**config.mk**
```make
export PLATFORM = sky130hd
export DESIGN_NAME = fpu_clk_rst_seq
export DESIGN_NICKNAME = d
export VERILOG_FILES = /design/src/rtl/fpu_clk_rst_seq.sv
export SDC_FILE = /design/constraint.sdc
export NUM_CORES = 1
export LEC_CHECK = 0
export BUFFER_PORTS_ARGS = -buffer_cell sky130_fd_sc_hd__buf_2
export CAP_MARGIN = 20
export CORE_MARGIN = 3
export CORE_UTILIZATION = 53
export CTS_CLUSTER_DIAMETER = 200
export DETAILED_ROUTE_END_ITERATION = 12
export GPL_TIMING_DRIVEN = 0
export PLACE_DENSITY = 0.75
export SYNTH_ARGS = -nofsm -noshare
export SYNTH_HDL_FRONTEND = slang
export SYNTH_SLANG_ARGS = --single-unit
```
**constraint.sdc**
```tcl
create_clock -name gclk -period 2.1 [get_ports gclk]
set_clock_uncertainty 0.1 [all_clocks]
set_input_delay 0.105 -clock gclk [delete_from_list [all_inputs] [get_ports gclk]]
set_output_delay 0.105 -clock gclk [all_outputs]
set_load 0.1 [all_outputs]
```
**src/rtl/fpu_clk_rst_seq.sv**
```systemverilog
// FPU cluster clock/reset sequencer.
// Brings the cluster header out of reset in three timed phases (clock
// enable, then reset release, then run), supports a timed debug-init
// pulse, and optionally a clock-stop handshake.
// Optional feature macro: FPU_CLK_SEQ_STOP_EN enables STOPPED and the
// stop_req/stop_ack handshake; without it stop_req is ignored and
// stop_ack stays low.
module fpu_clk_rst_seq #(
    parameter int unsigned CKEN_DLY = 8,
    parameter int unsigned GRST_DLY = 16,
    parameter int unsigned DBG_CYC  = 4
) (
    input  logic       gclk,
    input  logic       arst_l,
    input  logic       se,
    input  logic       dbg_req,
    input  logic       stop_req,
    output logic       cluster_cken,
    output logic       grst_l,
    output logic       gdbginit_l,
    output logic       stop_ack,
    output logic [2:0] seq_state
);

    typedef enum logic [2:0] {
        ST_RESET     = 3'd0,
        ST_CKEN_WAIT = 3'd1,
        ST_GRST_WAIT = 3'd2,
        ST_RUN       = 3'd3,
        ST_DBGINIT   = 3'd4,
        ST_STOPPED   = 3'd5
    } state_e;

    localparam logic [4:0] CKEN_LAST = 5'(CKEN_DLY - 1);
    localparam logic [4:0] GRST_LAST = 5'(GRST_DLY - 1);
    localparam logic [4:0] DBG_LAST  = 5'(DBG_CYC - 1);

    logic [1:0] r_sync;
    logic       w_rst_sync_l;
    state_e     r_state;
    state_e     w_state_nxt;
    logic [4:0] r_cnt;
    logic [4:0] w_cnt_nxt;
    logic       r_cken;
    logic       w_cken_nxt;
    logic       r_grst_l;
    logic       w_grst_l_nxt;
    logic       r_dbginit_l;
    logic       w_dbginit_l_nxt;
    logic       r_stop_ack;
    logic       w_stop_ack_nxt;

`ifndef FPU_CLK_SEQ_STOP_EN
    logic w_unused_stop_req;
    assign w_unused_stop_req = stop_req;
`endif

    // Two-flop synchroniser for reset release; assertion is immediate.
    always_ff @(posedge gclk or negedge arst_l) begin
        if (!arst_l) r_sync <= '0;
        else         r_sync <= {r_sync[0], 1'b1};
    end

    assign w_rst_sync_l = r_sync[1];

    // State, counter and registered header controls.
    always_ff @(posedge gclk or negedge arst_l) begin
        if (!arst_l) begin
            r_state     <= ST_RESET;
            r_cnt       <= '0;
            r_cken      <= 1'b0;
            r_grst_l    <= 1'b0;
            r_dbginit_l <= 1'b0;
            r_stop_ack  <= 1'b0;
        end else begin
            r_state     <= w_state_nxt;
            r_cnt       <= w_cnt_nxt;
            r_cken      <= w_cken_nxt;
            r_grst_l    <= w_grst_l_nxt;
            r_dbginit_l <= w_dbginit_l_nxt;
            r_stop_ack  <= w_stop_ack_nxt;
        end
    end

    // Next-state and next-output decode; counter clears on every state entry.
    always_comb begin
        w_state_nxt     = r_state;
        w_cnt_nxt       = r_cnt + 5'd1;
        w_cken_nxt      = r_cken;
        w_grst_l_nxt    = r_grst_l;
        w_dbginit_l_nxt = r_dbginit_l;
        w_stop_ack_nxt  = r_stop_ack;
        case (r_state)
            ST_RESET: begin
                w_cnt_nxt       = '0;
                w_cken_nxt      = 1'b0;
                w_grst_l_nxt    = 1'b0;
                w_dbginit_l_nxt = 1'b0;
                w_stop_ack_nxt  = 1'b0;
                if (w_rst_sync_l) w_state_nxt = ST_CKEN_WAIT;
            end
            ST_CKEN_WAIT: begin
                if (r_cnt == CKEN_LAST) begin
                    w_cken_nxt  = 1'b1;
                    w_cnt_nxt   = '0;
                    w_state_nxt = ST_GRST_WAIT;
                end
            end
            ST_GRST_WAIT: begin
                if (r_cnt == GRST_LAST) begin
                    w_grst_l_nxt    = 1'b1;
                    w_dbginit_l_nxt = 1'b1;
                    w_cnt_nxt       = '0;
                    w_state_nxt     = ST_RUN;
                end
            end
            ST_RUN: begin
                w_cnt_nxt = '0;
                if (dbg_req) begin
                    w_dbginit_l_nxt = 1'b0;
                    w_state_nxt     = ST_DBGINIT;
                end
`ifdef FPU_CLK_SEQ_STOP_EN
                else if (stop_req) begin
                    w_cken_nxt  = 1'b0;
                    w_state_nxt = ST_STOPPED;
                end
`endif
            end
            ST_DBGINIT: begin
                if (r_cnt == DBG_LAST) begin
                    w_dbginit_l_nxt = 1'b1;
                    w_cnt_nxt       = '0;
                    w_state_nxt     = ST_RUN;
                end
            end
`ifdef FPU_CLK_SEQ_STOP_EN
            ST_STOPPED: begin
                w_cnt_nxt = '0;
                if (!stop_req) begin
                    w_cken_nxt     = 1'b1;
                    w_stop_ack_nxt = 1'b0;
                    w_state_nxt    = ST_RUN;
                end else begin
                    w_stop_ack_nxt = 1'b1;
                end
            end
`endif
            default: begin
                w_cnt_nxt       = '0;
                w_cken_nxt      = 1'b0;
                w_grst_l_nxt    = 1'b0;
                w_dbginit_l_nxt = 1'b0;
                w_stop_ack_nxt  = 1'b0;
                w_state_nxt     = ST_RESET;
            end
        endcase
    end

    // Scan enable overrides only the clock enable, never state.
    assign cluster_cken = r_cken | se;
    assign grst_l       = r_grst_l;
    assign gdbginit_l   = r_dbginit_l;
    assign stop_ack     = r_stop_ack;
    assign seq_state    = r_state;

endmodule
```
==> metrics.md <==
| Metric | Value |
|---|---|
| Final GP Congestion | `0.7743` |
| Setup TNS | `0 ps` |
| Final cycle utilization of the critical path | `86.29%` |
| PwrDens | `1267 nW/µm²` |
| Worst hold path class | `primary input to flop` |
| Netlist Area Pre-Place | `738.2 µm²` |
| Total GRT Usage | `18.91%` |
| Antenna violations before repair | `0` |
| Hold WS | `18.65 ps` |
| Crit Path Class | `flop to flop` |
| PortBufs | `9` |
| Worst Setup Start Kind | `flop` |
| Post-Synthesis Cells | `73` |
| Critical path capture point type | `flop` |
| DRC Markers | `0` |
| Cell row count | `12` |
| Hold Path Stages | `3` |
| Core area | `1201 µm²` |
| Hold Violations, Final | `0` |
| Detailed Route WL | `1.499 mm` |
| Post-route cell area | `837.1 µm²` |
| Yosys warning count | `0` |
| Largest net degree at the start of global routing | `14` |
| DR vias | `592` |
| Post-synth top area share | `44.07%` |
| Netlist cell types | `35` |
| H-tree depth | `1` |
| Vias/cell | `5.861` |
| Overall die height | `43.32 µm` |
| Max Freq | `551.8 MHz` |
| Total gr overflow | `0` |
| Fin nets | `96` |
| Fraction of layout cells with a size suffix above 1 | `22.99%` |
| RSZ-0062 raised after global routing | `no` |
| IO Count | `12` |
| Global-route wire length before repair | `2.615 mm` |
| CP arrival | `1870 ps` |
| Root Driver | `clkbuf_4` |
| Area growth syn-to-layout | `13.39%` |
| # Max-Cap Violations | `0` |
| Critical path required time | `2160 ps` |
| Antenna diode count | `0` |
| Starting DRC count in detailed routing | `12` |
| Final setup fails | `0` |
| Die width | `43.32 µm` |
| DP Area | `800.8 µm²` |
| FF-to-FF path depth | `4` |
| Synth area leader | `dfrtp_1` |
| Status | `complete, no violations` |
| Total CTS buffers | `3` |
| Hpwl dp | `1.063 mm` |
| Average cell area after synthesis | `10.11 µm²` |
| Yosys reg bits | `13` |
| Most frequent cells in the layout | `dfrtp_1 (13), buf_2 (11), nand3_1 (5), inv_1 (5), nor2_1 (5)` |
| Commonest non-fill, non-tap cell in the layout | `dfrtp_1` |
| Tmin final | `1812 ps` |
| Sequential element share of the synthesized area | `44.07%` |
| WL per Instance | `14.84 µm` |
| Number of global-route vias before repair | `572` |
| Detail Route Antenna Nets | `0` |
| CTS tree | `yes` |
| Rel. slew slack | `65.43%` |
| CTS Buffer Depth | `2` |
| DRT Pass-1 Iters | `4` |
| Die area | `1877 µm²` |
| Post-CTS Setup Repair Bufs | `0` |
| LEAKAGE | `0.0003970 µW` |
| Crit path max fanout | `5` |
| Util after Layout | `69.69%` |
| Clk sinks | `13` |
| Worst-Skew Late Latency | `280 ps` |
| Starting density of the core | `61.46%` |
| Pwr Total | `1060 µW` |
| Synth top area cells | `dfrtp_1 (44%), ha_1 (5.1%), nand3_1 (3.4%)` |
| Max Slew Vio Count | `0` |
| Syn nets | `81` |
| VDD IR max | `693.5 µV` |
| Worst slew pin tran | `516.7 ps` |
| Worst-path clk slew | `80 ps` |
[flip-flops by register name, indices dropped and copies added (netlist names)]
signal,count
seq_state,3
r_cken,1
grst_l,1
r_sync,2
r_cnt,5
gdbginit_l,1
[area by class of cell]
cell class / instances / area [µm²]
Tap cell: 14 / 17.52
Fill cell: 101 / 364.1
Clock buffer: 4 / 26.28
Buffer: 4 / 21.27
Timing Repair Buffer: 10 / 55.05
Inverter: 5 / 18.77
Multi-Input combinational cell: 51 / 372.9
Sequential cell: 13 / 325.3
[cells in the mapped netlist]
library cell	number
a2bb2oi_1	1
nor4b_2	1
nand2_1	4
dfrtp_1	13
or4b_4	1
buf_4	1
a21boi_1	1
a32oi_2	1
nor2_1	5
a2111oi_0	1
xor2_1	1
a21boi_0	1
nor2b_1	4
a22oi_1	1
a211oi_1	1
o31ai_1	2
inv_1	5
or4b_1	1
a21oi_1	3
o41ai_1	1
xnor2_1	1
a31o_2	1
ha_1	3
o211ai_1	2
nor4b_1	1
or2_2	1
mux2i_1	1
nand3b_1	1
nand4bb_1	1
clkbuf_1	1
a211o_1	1
conb_1	2
o2bb2ai_1	1
nand3_1	5
buf_2	2
[cells by family after synthesis]
kind of cell / synth area share (%)
and+or+nand+nor: 21.19
AOI/OAI and AO/OA: 19.49
DFF: 44.07
buffers and inverters: 5.424
adders and majority gates: 5.085
other: 1.017
xor gates and xnor gates: 2.373
muxes: 1.356
[final timing paths]
kind / start / end / slack, ps
worst max-delay path: r_cnt[0] / r_cnt[2] / 290
min in group asynchronous: arst_l / r_cnt[3] / 130
worst min-delay path: dbg_req / seq_state[2] / 20
worst max register to register: r_cnt[0] / r_cnt[2] / 290
max in group asynchronous: arst_l / r_cken / 1540
worst min register to register: r_sync[0] / r_sync[1] / 250
[through the flow]
stage / instances / setup WS, ps
finish: 101 / 287.8
global route: 101 / 136.3
CTS: 101 / 297.8
detailed placement: 96 / 301.4
global placement: 96 / 343.7
floorplan: 73 / 50.71
[critical path, stage by stage, from the launching register on]
cell	delay, ps
dfrtp_1	360
ha_1	260
or4b_4	530
a32oi_2	320
a21oi_1	120
[per-layer routing]
| metal | global-route usage (%) | routed length (µm) |
|---|---|---|
| met1 | 21.99 | 682 |
| met2 | 30.68 | 720 |
| met3 | 8.051 | 82 |
| met4 | 7.229 | 13 |
| met5 | 0 | 0 |
[power breakdown]
part           internal (µW)  switching, µW
combinational            162            380
clock                   73.8           79.8
sequential               310           54.3
[what timing repair did]
action | CTS | global route
setup endpoints to repair | 0 | 0
hold buffers | 1 | 0
endpoints found under the hold margin | 13 | 0
resized for setup | 0 | 0
No activity file was read; power rests on OpenSTA's default activity.
